File: config.mk
export PLATFORM = sky130hd
export DESIGN_NAME = mul_iter
export DESIGN_NICKNAME = d
export VERILOG_FILES = /design/src/rtl/mul_iter_pkg.sv /design/src/rtl/mul_operand_prep.sv /design/src/rtl/mul_iter.sv
export SDC_FILE = /design/constraint.sdc
export NUM_CORES = 1
export LEC_CHECK = 0
export ABC_AREA = 1
export BUFFER_PORTS_ARGS = -buffer_cell sky130_fd_sc_hd__buf_2
export CORE_UTILIZATION = 50
export CTS_CLUSTER_SIZE = 40
export DETAILED_ROUTE_END_ITERATION = 12
export GPL_TIMING_DRIVEN = 0
export PLACE_DENSITY = 0.71
export SYNTH_ARGS = -nofsm -noshare
export SYNTH_HDL_FRONTEND = slang
export SYNTH_SLANG_ARGS = --single-unit
File: constraint.sdc
create_clock -name clk_i -period 3.33 [get_ports clk_i]
set_clock_uncertainty 0.2 [all_clocks]
set_input_delay 0.333 -clock clk_i [delete_from_list [all_inputs] [get_ports clk_i]]
set_output_delay 0.333 -clock clk_i [all_outputs]
set_load 0.01 [all_outputs]
File: src/rtl/mul_iter_pkg.sv
// rtl/mul_iter_pkg.sv - shared encodings and constants for the iterative multiplier
package mul_iter_pkg;

    localparam int MUL_XLEN = 32;
    localparam int ITER_CNT = 32;

    localparam logic [1:0] MUL_LO  = 2'b00;
    localparam logic [1:0] MUL_H   = 2'b01;
    localparam logic [1:0] MUL_HSU = 2'b10;
    localparam logic [1:0] MUL_HU  = 2'b11;

    typedef enum logic [1:0] {
        IDLE = 2'b00,
        RUN  = 2'b01,
        DONE = 2'b10
    } state_t;

endpackage

File: src/rtl/mul_operand_prep.sv
// rtl/mul_operand_prep.sv - op-dependent sign extraction and operand magnitudes
module mul_operand_prep
    import mul_iter_pkg::*;
(
    input  logic [1:0]          op_mul,
    input  logic [MUL_XLEN-1:0] rs1,
    input  logic [MUL_XLEN-1:0] rs2,
    output logic                sign_a,
    output logic                sign_b,
    output logic [MUL_XLEN-1:0] mag_a,
    output logic [MUL_XLEN-1:0] mag_b
);

    logic a_signed;
    logic b_signed;

    assign a_signed = (op_mul != MUL_HU);
    assign b_signed = (op_mul == MUL_LO) || (op_mul == MUL_H);

    assign sign_a = rs1[MUL_XLEN-1] & a_signed;
    assign sign_b = rs2[MUL_XLEN-1] & b_signed;

    // Most negative value negates to itself, which is its correct unsigned magnitude.
    assign mag_a = sign_a ? (~rs1 + 1'b1) : rs1;
    assign mag_b = sign_b ? (~rs2 + 1'b1) : rs2;

endmodule

File: src/rtl/mul_iter.sv
// rtl/mul_iter.sv - radix-2 shift-add magnitude multiplier feeding the sign-correction stage
module mul_iter
    import mul_iter_pkg::*;
#(
    parameter int XLEN = 32
) (
    input  logic              clk_i,
    input  logic              reset_i,
    input  logic              start_i,
    input  logic              kill_i,
    input  logic [1:0]        op_mul_i,
    input  logic [XLEN-1:0]   rs1_i,
    input  logic [XLEN-1:0]   rs2_i,
    output logic              busy_o,
    output logic              done_o,
    output logic [2*XLEN-1:0] p_o,
    output logic              m_ina32_o,
    output logic              m_inb32_o,
    output logic [1:0]        op_mul_o
);

    state_t          state;
    state_t          state_next;
    logic [XLEN-1:0] mcand;
    logic [2*XLEN:0] acc;
    logic [4:0]      cnt;

    logic            sign_a;
    logic            sign_b;
    logic [XLEN-1:0] mag_a;
    logic [XLEN-1:0] mag_b;
    logic            zero_op;
    logic            accept;
    logic            last_iter;
    logic [XLEN:0]   hi;
    logic [2*XLEN:0] acc_shift;

    mul_operand_prep u_prep (
        .op_mul (op_mul_i),
        .rs1    (rs1_i),
        .rs2    (rs2_i),
        .sign_a (sign_a),
        .sign_b (sign_b),
        .mag_a  (mag_a),
        .mag_b  (mag_b)
    );

    assign zero_op   = (mag_a == '0) || (mag_b == '0);
    assign accept    = (state == IDLE) && start_i && !kill_i;
    assign last_iter = (cnt == 5'(ITER_CNT - 1));

    // Upper 33 bits absorb the conditional add; the low half shifts out the consumed multiplier bit.
    always_comb begin
        hi = acc[2*XLEN:XLEN];
        if (acc[0]) begin
            hi = acc[2*XLEN:XLEN] + {1'b0, mcand};
        end
        acc_shift = {1'b0, hi, acc[XLEN-1:1]};
    end

    always_comb begin
        state_next = state;
        case (state)
            IDLE: begin
                if (accept) begin
                    state_next = zero_op ? DONE : RUN;
                end
            end
            RUN: begin
                if (kill_i) begin
                    state_next = IDLE;
                end else if (last_iter) begin
                    state_next = DONE;
                end
            end
            DONE:    state_next = IDLE;
            default: state_next = IDLE;
        endcase
    end

    always_ff @(posedge clk_i) begin
        if (reset_i) begin
            state     <= IDLE;
            mcand     <= '0;
            acc       <= '0;
            cnt       <= '0;
            p_o       <= '0;
            m_ina32_o <= 1'b0;
            m_inb32_o <= 1'b0;
            op_mul_o  <= 2'b00;
        end else begin
            state <= state_next;
            if (accept) begin
                m_ina32_o <= sign_a;
                m_inb32_o <= sign_b;
                op_mul_o  <= op_mul_i;
                mcand     <= mag_a;
                cnt       <= '0;
                acc       <= zero_op ? '0 : {{(XLEN+1){1'b0}}, mag_b};
                if (zero_op) begin
                    p_o <= '0;
                end
            end else if (state == RUN && !kill_i) begin
                acc <= acc_shift;
                cnt <= cnt + 5'd1;
                if (last_iter) begin
                    p_o <= acc_shift[2*XLEN-1:0];
                end
            end
        end
    end

    assign busy_o = (state != IDLE);
    assign done_o = (state == DONE) && !kill_i;

endmodule

**Yosys cells after proc, flatten, opt, wreduce, memory -nomap -nowiden**

Index checks and enable logic that the tools add are counted.

- Flip-flop bits (word level): 172
- Bits in latches: 0
- Memory bits (writable): 0
- ROM bits: 0
- Memories kept: 0

- Add/sub/neg operators: 4
- Multiply operators: 0
- Divide/modulo/power cells: 0
- $lt $le $gt $ge: 0
- Equality and inequality tests: 8
- Shift operators: 0
- Multiplexer cells: 15
- Bitwise gates (word level): 4
- Reduce and logical (&&, ||, !) cells: 17

Operators with widths:

| operator | count |
|---|---|
| 64-bit two-way mux | 4 |
| 65-bit two-way mux | 2 |
| 32-bit two-way mux | 3 |
| 32-bit by 1-bit adder with 32-bit output (second input constant) | 2 |
| 32-bit logical NOT | 2 |
| 32-bit inverter | 2 |
| 33-bit by 32-bit adder with 33-bit output | 1 |
| 33-bit two-way mux | 1 |
| 2-bit two-way mux | 4 |
| 2-bit inequality test (second input constant) | 3 |
| 2-bit nonzero test | 3 |
| 5-bit by 1-bit adder with 5-bit output (second input constant) | 1 |
| 5-bit equality test (second input constant) | 1 |
| 2-bit by 1-bit equality test with 1-bit output (second input constant) | 2 |
| 1-bit logical AND | 4 |
| 2-bit logical NOT | 2 |
| 2-bit one-hot mux with 2 select lines | 1 |
| 3-bit inequality test (second input constant) | 1 |
| 3-bit AND reduction | 1 |
| 1-bit AND | 2 |
| 2-bit equality test (second input constant) | 1 |
| 1-bit logical OR | 2 |
| 2-bit AND reduction | 1 |
| 2-bit OR reduction | 1 |
| 1-bit logical NOT | 1 |

**Longest topological paths before layout**

Gate-level depths: netlist of run 1.

- Depth in word-level cells: 9
- Gate-level depth with buffers: 20

**Cells and area by module**

A second synthesis of run 1 with hierarchy kept.

- Cell total of the unflattened synthesis: 1979
- Area, all modules: 11775.0 sq um

Modules (own cells, without submodules):

| module | instances | cells each | area each (sq um) | seq. area each (sq um) |
|---|---|---|---|---|
| mul_iter | 1 | 1517 | 9649.3 | 3423.3 |
| mul_operand_prep | 1 | 462 | 2125.8 | 0.0 |

**Worst setup path before layout of run 1**

Ideal clock, no wire load.

- Path type: input to register
- Start point: input port rs2_i[0]
- End point: register p_o[50]
- Setup time: 0.115 ns
- Arrival time: 2.093 ns
- Path slack: 0.922 ns
- Stages on the path: 18
- Cells stage by stage: inv_1 ha_1 nand2_1 nor2_2 nand2_1 nand2_2 nand3b_1 nand2_1 and2_1 nand2_1 nor2_1 nand3_1 nand3_2 buf_6 buf_6 nand3_1 nand2_1 nor2_1

- Word-level cells in the longest chain between the ends: 7

RTL lines:

| item | line | text |
|---|---|---|
| start: declaration | mul_iter.sv:13 | `input logic [XLEN-1:0] rs2_i,` |
| 32-bit inverter | mul_operand_prep.sv:25 | `assign mag_b = sign_b ? (~rs2 + 1'b1) : rs2;` |
| 32-bit by 1-bit adder with 32-bit output | mul_operand_prep.sv:25 |  |
| 32-bit two-way mux * | mul_operand_prep.sv:25 |  |
| 32-bit logical NOT * | mul_iter.sv:48 | `assign zero_op = (mag_a == '0) \|\| (mag_b == '0);` |
| 1-bit logical OR * | mul_iter.sv:48 |  |
| 2-bit inequality test (no line) * | n/a |  |
| 3-bit AND reduction (no line) * | n/a |  |
| end signal: assignment | mul_iter.sv:107 | `p_o <= acc_shift[2*XLEN-1:0];` |
| end: declaration | mul_iter.sv:16 | `output logic [2*XLEN-1:0] p_o,` |

Every way passes the cells marked *; elsewhere a longest branch is shown, timed or not.
A chain may end at the register's enable or synchronous reset.

**Worst setup path after layout of run 1**

- Start point: register mcand[9]
- End point: register acc[48]

- Word-level cells in the longest chain between the ends: 4

RTL lines:

| item | line | text |
|---|---|---|
| start: declaration | mul_iter.sv:24 | `logic [XLEN-1:0] mcand;` |
| start signal: assignment | mul_iter.sv:97 | `mcand <= mag_a;` |
| 33-bit by 32-bit adder with 33-bit output | mul_iter.sv:56 | `hi = acc[2*XLEN:XLEN] + {1'b0, mcand};` |
| 33-bit two-way mux | mul_iter.sv:55 | `if (acc[0]) begin` |
| 65-bit two-way mux | mul_iter.sv:103 | `end else if (state == RUN && !kill_i) begin` |
| 65-bit two-way mux | mul_iter.sv:93 | `if (accept) begin` |
| end signal: assignment | mul_iter.sv:99 | `acc <= zero_op ? '0 : {{(XLEN+1){1'b0}}, mag_b};` |
| end signal: assignment | mul_iter.sv:104 | `acc <= acc_shift;` |
| end: declaration | mul_iter.sv:25 | `logic [2*XLEN:0] acc;` |

No other way between the ends. The select of a mux whose other input is x is not followed.

==> implementation parameters, run 1 <==
Parameter                              Value

Logic synthesis
  Share of the synthesized area in the top cell type ... ~30%
  Most common flop cell mapped by yosys ... dfxtp_1
  Cell area after technology mapping ... between 10000 and 15000 sq um
  Synth Net Count ... 1996
  Number of synthesis warnings ... 0
  Number of storage elements in the synthesis netlist ... 171
  Top-count cell post-synth ... nand2_1
  Cell type contributing the most total cell area after synthesis ... dfxtp_1
  Unique cell type count in the Yosys netlist ... 40
  Cell types with the largest area share after synthesis ... dfxtp_1 (30%), nand2_1 (17%), nor2_1 (11%), a21oi_1 (7.4%), nand3_1 (6.6%)
  Share of flip-flops with an asynchronous set or reset ... 0%
  Avg Inst Size Synth ... 6.05 sq um
  Sequential share of the synthesized area ... 29.9%
  Post-synth EDFFs ... 0
  Most frequent cells after synthesis ... nand2_1 (509), nor2_1 (320), dfxtp_1 (171)
  Number of standard cells after synthesis ... 1889

Setup path
  Worst Setup End Kind ... register
  Critical Path End ... acc[48]
  Worst-case register-to-register setup slack ... ~0.20 ns
  R2R Path End ... acc[48]
  Worst Setup Start Kind ... register
  Critical path arrival ... about 3.2 ns
  Cell-by-cell trace of the critical path ... ha_1, nand2_1, nor2_1, nand2_1, o21ai_0, a21oi_1, xnor2_1, o21ai_0, inv_1, nand2_1, a21oi_1
  Slowest-stage cell, CP ... o21ai_0
  Most frequent cell on the critical path ... nand2_1
  Max stage delay on crit path ... 0.58 ns
  Worst path bufs/invs ... 1
  Depth of the most critical reg-to-reg path ... 11
  Source of the critical timing path ... mcand[9]
  Critical path peak fanout ... 5
  Critical Path Stages ... 11
  Setup Crit Path Kind ... register to register
  Worst flop-to-flop path startpoint ... mcand[9]
  Family with the most delay on the worst path ... compound AO/OA/AOI/OAI gates
  CP Data Required Time ... 3.44 ns

Clock network
  Clk_lat worst skew ... around 0.44 ns
  CTS H-Tree Depth ... 4
  Clock transition time at the flip-flop clock pins of the worst setup and hold paths ... 0.07 ns
  Clock tree from TritonCTS ... yes
  TritonCTS sink count ... 171
  Root buffer cell ... clkbuf_16
  Clk buf depth ... 2
  Num CTS Buffers ... 17

Timing
  Unrepaired setup endpoints after global routing ... false
  Worst Hold Slack ... 0.0118 ns
  Total negative slack for setup checks ... 0 ns
  Slack of the critical path ... approximately 0.2 ns
  Final period util ... 94.0%
  Worst Tran Pin Value ... around 0.74 ns
  Number of hold violations in the final report ... 0
  Achievable clock frequency ... approximately 320 MHz
  Final critical path time including I/O delays and setup ... 3.13 ns
  Max-slew headroom at the worst pin ... 50.8%
  Max-slew violation count ... 0
  Setup Viol. Count Final ... 0

Pwr
  Psw ... roughly 1.8 mW
  IR drop worst, VDD ... 0.320 mV
  Leakage ... 5.90 nW
  Power share of the combinational group ... about a fifth
  Final total power ... roughly 5.3 mW
  Fraction of power consumed by the clock network ... 38.4%
  Sequential fraction of design power ... 42.4%
  Cell internal pwr ... 3.49 mW
  Sw Ratio ... between 30% and 40%
  P per Cell Area ... about 400 nW/um^2

Place
  Sum of net half-perimeters after detailed placement ... roughly 31000 microns
  GP Congestion ... around 1
  Area of placed instances ... 12500 sq um
  Instance count after placement with tap cells included ... 2307
  Worst setup timing slack at the placement stage ... 0.00550 ns
  Quantity of I/O buffers inserted on ports ... 138

Die
  Total number of placement rows ... between 50 and 60
  I/O Pins ... 140
  Floorplan die width ... 153 microns
  Initial core utilization ... 51.8%
  Core area ... about 22000 sq um
  Die height ... 153 microns
  Area enclosed by the die boundary ... 23500 sq um

Finish
  Number of nets in the finished design ... 2154
  Final design area excluding fillers ... 13100 sq um
  Synth-to-layout area growth ... 14.4%
  Final design utilization ... 59.2%
  Post-route insts no fill ... ~2300
  Filler instances ... roughly 2300
  Number of antenna cells inserted ... 0
  Fraction of final layout cells sized beyond drive strength 1 ... 11.2%

Drt
  Iteration-0 DRC Markers ... ~1100
  Total via count in the routed design ... 13000
  Total wirelength of the detailed-routed design ... 38700 microns
  Remaining antenna violation count after routing ... 0
  Via-to-Cell Ratio ... 5.54
  Count of unresolved DRC violations after routing ... 0
  Mean routed wirelength per cell ... 16.5 microns
  Number of search-and-repair iterations in the first detailed-routing pass ... 7

Global route
  Largest net degree at the start of global routing ... 20
  Total global routing overflow ... 0
  Via count of the first global-routing pass ... approximately 11000
  Initial antenna violation count ... 0
  Global-route usage over all layers ... 32.8%
  Global-route wire length before repair ... 60300 microns

Run
  Max cap viols ... 0

Min path
  Worst min path class ... input pin to register

Status
  Run status ... complete, no violations
metal layers:
metal / global-route usage [%] / wire, microns / vias to the layer above
met2: 50.4 / 16700 / 484
met5: 0 / 0 / -
li1: - / - / 6507
met1: 47.8 / 18100 / 5914
met3: 3.63 / 3010 / 57
met4: 10.4 / 816 / 0
repair_timing:
action | in CTS | in global routing
resized for setup | 0 | 3
hold buffers | 1 | 0
setup buffers | 0 | 0
setup endpoints to repair | 0 | 24
hold endpoints to repair | 1 | 0
worst min-delay path: cells and delay by family:
family	cells	cell delay [ns]
AOI/OAI and AO/OA	1	0.06
buffers and inverters	1	0.12
and+or+nand+nor	1	0.09
area by class of cell:
cell class	count	area [sq um]	share of cell area, %
well taps	280	350	2.68
clock inverters	15	170	1.30
multi-input cells	1497	7070	54.0
plain buffers	90	457	3.49
clock buffers	17	425	3.25
repair buffers	139	701	5.35
flip-flops and latches	171	3420	26.2
inverters	131	492	3.76
power by group through the flow:
stage          clock network [mW]  registers (mW)  logic [mW]
2_1_floorplan                   0            2.25       0.652
6_report                     2.02            2.23        1.01
3_5_place_dp                    0            2.27       0.983
3_3_place_gp                    0            2.27       0.974
4_1_cts                      2.01            2.22       0.989
5_1_grt                      2.10            2.23        1.12
cells by family (layout without fill, tap and decap cells):
logic type / Yosys count / count (layout) / synth area share (%)
AND/OR/NAND/NOR: 1066 / 1066 / 38.6
XOR/XNOR: 27 / 27 / 2.07
flip-flops: 171 / 171 / 29.9
AO/OA/AOI/OAI: 367 / 367 / 17.0
buffers and inverters: 221 / 392 / 8.28
adder cells (fa/ha/maj): 37 / 37 / 4.11
registers in the layout, summed over array words and instances (netlist names):
| name | cells |
|---|---|
| mcand | 32 |
| acc | 64 |
| m_ina32_o | 1 |
| op_mul_o | 2 |
| state | 2 |
| p_o | 64 |
| cnt | 5 |
| m_inb32_o | 1 |
worst min-delay path by stage:
stage / endpoint / cells after the start / slack [ns] / start
detailed placement: mcand[31] / 2 / 0.26 / mcand[31]
finish: acc[0] / 3 / 0.01 / rs2_i[0]
floorplan: mcand[0] / 2 / 0.23 / mcand[0]
global placement: cnt[4] / 2 / 0.25 / cnt[4]
global route: acc[0] / 3 / 0.003 / rs2_i[0]
CTS: acc[0] / 3 / 0.0006 / rs2_i[0]
layout by cell type, fill, tap and decap left out, drive strengths merged, types with 21 or more instances in the layout:
master,instances
ha,36
a21oi,169
nand4,21
clkbuf,71
dfxtp,171
nand3,152
nand2,511
buf,174
inv,138
o21ai,147
nor2,328
a31oi,23
(Power assumes the default switching activity.)
==> inputs of run 2 (changes only) <==
BUFFER_PORTS_ARGS = -buffer_cell sky130_fd_sc_hd__buf_4   (was -buffer_cell sky130_fd_sc_hd__buf_2)
==> run 2 against run 1 <==
Combinational power up 5%. Total power up 0.63%. Via count down 0.58%. Design area up 2.9%. Clock-buffer cell count unchanged. Setup slack worse by 0.092 ns. Sequential power about the same. Largest cell class unchanged.
==> implementation parameters, run 2 (synthesis gave the netlist of run 1 again) <==
Parameter                              Value

Status
  Run status ... complete, no violations (unchanged)

Finish
  Most frequent standard cell in the layout excluding fill and tap cells ... nand2_1 (unchanged)
  Synth-to-layout area growth ... 17.8% (was 14.4%)
  Largest registers ... acc (64), p_o (64), mcand (32) (unchanged)
  Number of antenna cells inserted ... 0 (unchanged)
  Final design utilization ... 61.0% (was 59.2%)
  Filler instances ... 2251 (was 2309)
  Post-route insts no fill ... 2342 (was 2340)
  Fraction of final layout cells sized beyond drive strength 1 ... 11.3% (was 11.2%)
  Number of nets in the finished design ... 2156 (was 2154)
  Commonest non-fill, non-tap cells in the layout ... nand2_1 (509), nor2_1 (318), dfxtp_1 (171) (was nand2_1 (509), nor2_1 (319), dfxtp_1 (171))
  Final design area excluding fillers ... 13500 sq um (was 13100 sq um)

Global route
  Largest net degree at the start of global routing ... 20 (unchanged)
  Global-route wire length before repair ... 60600 microns (was 60300 microns)
  Initial antenna violation count ... 0 (unchanged)
  Global-route usage over all layers ... 33.1% (was 32.8%)
  Via count of the first global-routing pass ... 11400 (about the same)
  Total global routing overflow ... 0 (unchanged)

Place
  Quantity of I/O buffers inserted on ports ... 138 (unchanged)
  Area of placed instances ... 12800 sq um (was 12500 sq um)
  Instance count after placement with tap cells included ... 2307 (unchanged)
  Sum of net half-perimeters after detailed placement ... 31700 microns (was 31100 microns)
  GP Congestion ... 0.965 (was 0.973)

Setup path
  Depth of the most critical reg-to-reg path ... 10 (was 11)
  Worst Setup Start Kind ... register (unchanged)
  CP Data Required Time ... 3.45 ns (was 3.44 ns)
  Critical path arrival ... 3.34 ns (was 3.24 ns)
  Critical path peak fanout ... 4 (was 5)
  Setup Crit Path Kind ... register to register (unchanged)
  Worst Setup End Kind ... register (unchanged)

Timing
  Max-slew violation count ... 0 (unchanged)
  Worst Tran Pin Value ... 0.709 ns (was 0.739 ns)
  Max-slew headroom at the worst pin ... 52.8% (was 50.8%)
  Setup Viol. Count Final ... 0 (unchanged)
  Achievable clock frequency ... 310 MHz (was 319 MHz)
  Final period util ... 96.8% (was 94.0%)
  Final critical path time including I/O delays and setup ... 3.22 ns (was 3.13 ns)
  Number of hold violations in the final report ... 0 (unchanged)

Die
  Floorplan die width ... 153 microns (unchanged)
  Die height ... 153 microns (unchanged)
  Core area ... 22100 sq um (unchanged)
  Area enclosed by the die boundary ... 23500 sq um (unchanged)
  I/O Pins ... 140 (unchanged)
  Total number of placement rows ... 54 (unchanged)
  Initial core utilization ... 51.8% (unchanged)

Pwr
  Cell internal pwr ... 3.53 mW (was 3.49 mW)
  Fraction of power consumed by the clock network ... 37.8% (was 38.4%)
  IR drop worst, VDD ... 0.264 mV (was 0.320 mV)
  Leakage ... 5.96 nW (was 5.90 nW)
  Sw Ratio ... 33.3% (was 33.6%)
  Psw ... 1.76 mW (about the same)
  Power share of the combinational group ... 20.0% (was 19.1%)
  P per Cell Area ... 392 nW/um^2 (was 401 nW/um^2)
  Sequential fraction of design power ... 42.2% (was 42.4%)

Clock network
  Clock tree from TritonCTS ... yes (unchanged)
  Root buffer cell ... clkbuf_16 (unchanged)
  Clk_lat worst skew ... 0.45 ns (was 0.44 ns)
  Clock transition time at the flip-flop clock pins of the worst setup and hold paths ... 0.08 ns (was 0.07 ns)
  CTS H-Tree Depth ... 4 (unchanged)
  Clk buf depth ... 2 (unchanged)
  Num CTS Buffers ... 17 (unchanged)
  TritonCTS sink count ... 171 (unchanged)

Drt
  Total wirelength of the detailed-routed design ... 39400 microns (was 38700 microns)
  Total via count in the routed design ... 12900 (was 13000)
  Iteration-0 DRC Markers ... 1056 (was 1061)
  Remaining antenna violation count after routing ... 0 (unchanged)
  Count of unresolved DRC violations after routing ... 0 (unchanged)
  Number of search-and-repair iterations in the first detailed-routing pass ... 7 (unchanged)
  Via-to-Cell Ratio ... 5.50 (was 5.54)
  Mean routed wirelength per cell ... 16.8 microns (was 16.5 microns)

Min path
  Worst min path class ... input pin to register (unchanged)
  Count of cells along the worst hold path ... 3 (unchanged)

Run
  Max cap viols ... 0 (unchanged)
run 2: through the flow:
stage          power (mW)  hold WS (ns)  worst slack (ns)  TNS [ns]
5_1_grt              5.50        0.0188          -0.00909   -0.0355
6_report             5.29       0.00520             0.108         0
3_5_place_dp         3.30         0.258            0.0673         0
2_1_floorplan        2.90         0.235             0.922         0
4_1_cts              5.26       0.00279            0.0577         0
3_3_place_gp         3.29         0.252             0.118         0
run 2: final cells by class:
type                       instances  area, sq um  share of cell area (%)
tap                              280          350                    2.60
multi-input combinational       1497         7080                    52.5
timing repair buffer             141         1070                    7.91
clock inverter                    15          179                    1.33
sequential                       171         3420                    25.4
buffer                            90          455                    3.38
inverter                         131          492                    3.65
clock buffer                      17          425                    3.16
run 2: worst max-delay path, stage by stage, from the launching register on:
cell,delay (ns)
dfxtp_1,0.36
ha_1,0.25
fa_1,0.42
nand3_1,0.09
nand2_1,0.12
a21oi_1,0.32
o21ai_0,0.31
xor2_1,0.24
o21ai_0,0.54
or2_2,0.21
a21oi_1,0.05
run 2: what timing repair did:
item	4_1_cts	5_1_grt
endpoints found under the hold margin	3	0
setup buffers	0	0
hold buffers	3	0
gates resized for setup	0	4
setup endpoints to repair	0	59
run 2: per-layer routing:
metal / vias up / share of wire, % / GRT usage (%) / wire length [microns]
met5: - / 0 / 0 / 0
met1: 5825 / 46 / 46.0 / 18000
met4: 0 / 2.3 / 9.24 / 906
met3: 54 / 8.5 / 6.80 / 3360
li1: 6515 / - / - / -
met2: 493 / 43 / 51.6 / 17100
run 2: path summary, 6_finish.rpt:
path         slack (ns)        end  startpoint
max reg2reg        0.11    acc[45]    mcand[0]
min               0.005  mcand[23]   rs1_i[23]
min reg2reg        0.27     cnt[4]      cnt[4]
max                0.11    acc[45]    mcand[0]
run 2: power groups by stage:
| stage | Clock [mW] | Sequential [mW] | Combinational [mW] |
|---|---|---|---|
| detailed placement | 0 | 2.27 | 1.03 |
| floorplan | 0 | 2.25 | 0.652 |
| global route | 2.09 | 2.24 | 1.17 |
| CTS | 2.00 | 2.23 | 1.04 |
| global placement | 0 | 2.27 | 1.02 |
| finish | 2.00 | 2.23 | 1.06 |
==> inputs of run 3 (changes only) <==
SYNTH_HIERARCHICAL = 1   (was unset)
==> run 3 against run 2 <==
Area after synthesis increased by 3.0%. Core utilization is 0.46 points lower. Synthesized cell count up 4.8%. Critical path type is now input pin to register. Largest power group unchanged.
==> implementation parameters, run 3 <==
Parameter                              Value

Finish
  Fraction of final layout cells sized beyond drive strength 1 ... 12.9% (was 11.3%)
  Largest registers ... acc (64), p_o (64), mcand (32) (unchanged)
  Most frequent standard cell in the layout excluding fill and tap cells ... nand2_1 (unchanged)
  Number of antenna cells inserted ... 0 (unchanged)
  Commonest non-fill, non-tap cells in the layout ... nand2_1 (666), nor2_1 (328), inv_1 (227) (was nand2_1 (509), nor2_1 (318), dfxtp_1 (171))
  Synth-to-layout area growth ... 17.4% (was 17.8%)
  Filler instances ... 2341 (was 2251)
  Number of nets in the finished design ... 2244 (was 2156)

Logic synthesis
  Most common flop cell mapped by yosys ... dfxtp_1 (unchanged)
  Cell types with the largest area share after synthesis ... dfxtp_1 (29%), nand2_1 (21%), nor2_1 (10%), inv_1 (7.2%), nand3_1 (4.7%) (was dfxtp_1 (30%), nand2_1 (17%), nor2_1 (11%), a21oi_1 (7.4%), nand3_1 (6.6%))
  Most frequent cells after synthesis ... nand2_1 (666), nor2_1 (328), inv_1 (227) (was nand2_1 (509), nor2_1 (320), dfxtp_1 (171))
  Number of synthesis warnings ... 6 (was 0)
  Sequential share of the synthesized area ... 29.1% (was 29.9%)
  Unique cell type count in the Yosys netlist ... 41 (was 40)
  Number of storage elements in the synthesis netlist ... 171 (unchanged)
  Cell area after technology mapping ... 11800 sq um (was 11400 sq um)
  Top-count cell post-synth ... nand2_1 (unchanged)
  Cell type contributing the most total cell area after synthesis ... dfxtp_1 (unchanged)
  Avg Inst Size Synth ... 5.95 sq um (was 6.05 sq um)
  Number of standard cells after synthesis ... 1979 (was 1889)
  Share of flip-flops with an asynchronous set or reset ... 0% (unchanged)
  Post-synth EDFFs ... 0 (unchanged)
  Share of the synthesized area in the top cell type ... 29.1% (was 29.9%)
  Synth Net Count ... 2086 (was 1996)

Timing
  Max-slew headroom at the worst pin ... 54.3% (was 52.8%)
  Number of hold violations in the final report ... 0 (unchanged)
  Slack of the critical path ... 0.333 ns (was 0.108 ns)
  Final period util ... 90.0% (was 96.8%)
  Unrepaired setup endpoints after global routing ... false
  Achievable clock frequency ... 334 MHz (was 310 MHz)
  Max-slew violation count ... 0 (unchanged)
  Final critical path time including I/O delays and setup ... 3.00 ns (was 3.22 ns)
  Worst Hold Slack ... 0.0526 ns (was 0.00520 ns)
  Setup Viol. Count Final ... 0 (unchanged)
  Worst Tran Pin Value ... 0.685 ns (was 0.709 ns)

Setup path
  Worst Setup End Kind ... register (unchanged)
  Critical path arrival ... 3.12 ns (was 3.34 ns)
  Setup Crit Path Kind ... input pin to register (was register to register)
  Worst Setup Start Kind ... input pin (was register)
  Critical path peak fanout ... 10 (was 4)
  CP Data Required Time ... 3.45 ns (about the same)

Clock network
  TritonCTS sink count ... 171 (unchanged)
  Clock tree from TritonCTS ... yes (unchanged)
  Clk_lat worst skew ... 0.44 ns (was 0.45 ns)
  CTS H-Tree Depth ... 4 (unchanged)
  Total setup buffers inserted after CTS ... 0 (unchanged)
  Root buffer cell ... clkbuf_16 (unchanged)
  Clk buf depth ... 2 (unchanged)
  Number of buffers added to fix hold violations after cts ... 0 (was 3)
  Resized cells post-CTS ... 0 (unchanged)
  Num CTS Buffers ... 17 (unchanged)
  Clock transition time at the flip-flop clock pins of the worst setup and hold paths ... 0.07 ns (was 0.08 ns)

Drt
  Count of unresolved DRC violations after routing ... 0 (unchanged)
  Number of search-and-repair iterations in the first detailed-routing pass ... 5 (was 7)
  Remaining antenna violation count after routing ... 0 (unchanged)
  Total via count in the routed design ... 12800 (was 12900)
  Via-to-Cell Ratio ... 5.19 (was 5.50)
  Iteration-0 DRC Markers ... 983 (was 1056)
  Total wirelength of the detailed-routed design ... 37600 microns (was 39400 microns)
  Mean routed wirelength per cell ... 15.3 microns (was 16.8 microns)

Pwr
  Leakage ... 6.70 nW (was 5.96 nW)
  IR drop worst, VDD ... 0.340 mV (was 0.264 mV)
  P per Cell Area ... 404 nW/um^2 (was 392 nW/um^2)

Die
  Area enclosed by the die boundary ... 24200 sq um (was 23500 sq um)
  I/O Pins ... 140 (unchanged)
  Die height ... 155 microns (was 153 microns)
  Core area ... 22800 sq um (was 22100 sq um)
  Initial core utilization ... 51.5% (was 51.8%)
  Floorplan die width ... 155 microns (was 153 microns)
  Total number of placement rows ... 55 (was 54)

Global route
  Global-route wire length before repair ... 59400 microns (was 60600 microns)
  Initial antenna violation count ... 0 (unchanged)
  Via count of the first global-routing pass ... 11600 (was 11400)
  Largest net degree at the start of global routing ... 21 (was 20)
  Total global routing overflow ... 0 (unchanged)
  Global-route usage over all layers ... 31.6% (was 33.1%)

Place
  Worst setup timing slack at the placement stage ... -0.0800 ns (was 0.0673 ns)
  Quantity of I/O buffers inserted on ports ... 139 (was 138)
  Sum of net half-perimeters after detailed placement ... 30400 microns (was 31700 microns)
  GP Congestion ... 0.966 (was 0.965)

Min path
  Worst min path class ... input pin to register (unchanged)

Status
  Run status ... complete, no violations (unchanged)

Run
  Max cap viols ... 0 (unchanged)
[run 3: changes by cell type after synthesis, moves of 23 or more]
cell	change
a21oi_1	-78
a21oi_2	+23
clkbuf_1	-24
inv_1	+101
nand2_1	+157
nand3_1	-41
o21ai_0	-56
[run 3: layout make-up]
class,instances,area [sq um],share of cell area [%]
timing repair buffer,139,1040,7.55
inverter,234,881,6.37
tap,313,392,2.83
sequential,171,3420,24.8
buffer,75,464,3.36
clock inverter,15,188,1.36
clock buffer,17,425,3.08
multi-input combinational,1499,7010,50.7
[run 3: cell families after synthesis]
group	count (synthesis)	synth area share (%)
simple gates	1166	40.1
buf+inv	309	11.4
compound gates	254	12.3
flops	171	29.1
xor+xnor	42	3.12
fa+ha+maj	37	4.00
[run 3: metal layers]
layer	wire length (microns)	track usage, %
met5	0	0
met4	1020	10.2
met3	2460	4.21
met2	16300	49.8
met1	17800	44.4
[run 3: critical path: stages]
cell and delay, ns:
buf_4 0.11, inv_1 0.08, ha_1 0.20, nand2_1 0.09
nor2_1 0.24, nand2_1 0.09, nand2_1 0.18, nand2_1 0.08
nand2_1 0.06, nand2_1 0.06, nor4_1 0.25, nand2_1 0.09
nor2_1 0.15, nand2_1 0.17, nand3_4 0.18, nand2_8 0.12
buf_2 0.22, a21oi_1 0.30, nor2_1 0.08
[run 3: where the power goes]
group	internal [mW]	switching, mW
Combinational	0.464	0.785
Clock	1.03	1.03
Sequential	2.18	0.101
[run 3: per-stage QoR]
stage	power, mW	cell area (sq um)	setup TNS, ns	util (%)	std cells
floorplan	3.09	11800	0	-	1979
global placement	3.53	13200	-0.0173	57.8	2431
detailed placement	3.55	13200	-0.0800	57.8	2431
CTS	5.58	13800	0	60.5	2463
global route	5.83	13800	0	60.5	2463
finish	5.58	13800	0	60.5	2463
[run 3: worst paths after layout]
path / cells after the start / from / end / slack [ns]
worst max-delay path: 19 / rs1_i[0] / p_o[62] / 0.33
worst min-delay path: 3 / op_mul_i[1] / op_mul_o[1] / 0.05
worst max register to register: 12 / mcand[0] / p_o[63] / 0.67
worst min register to register: 2 / cnt[3] / cnt[3] / 0.27
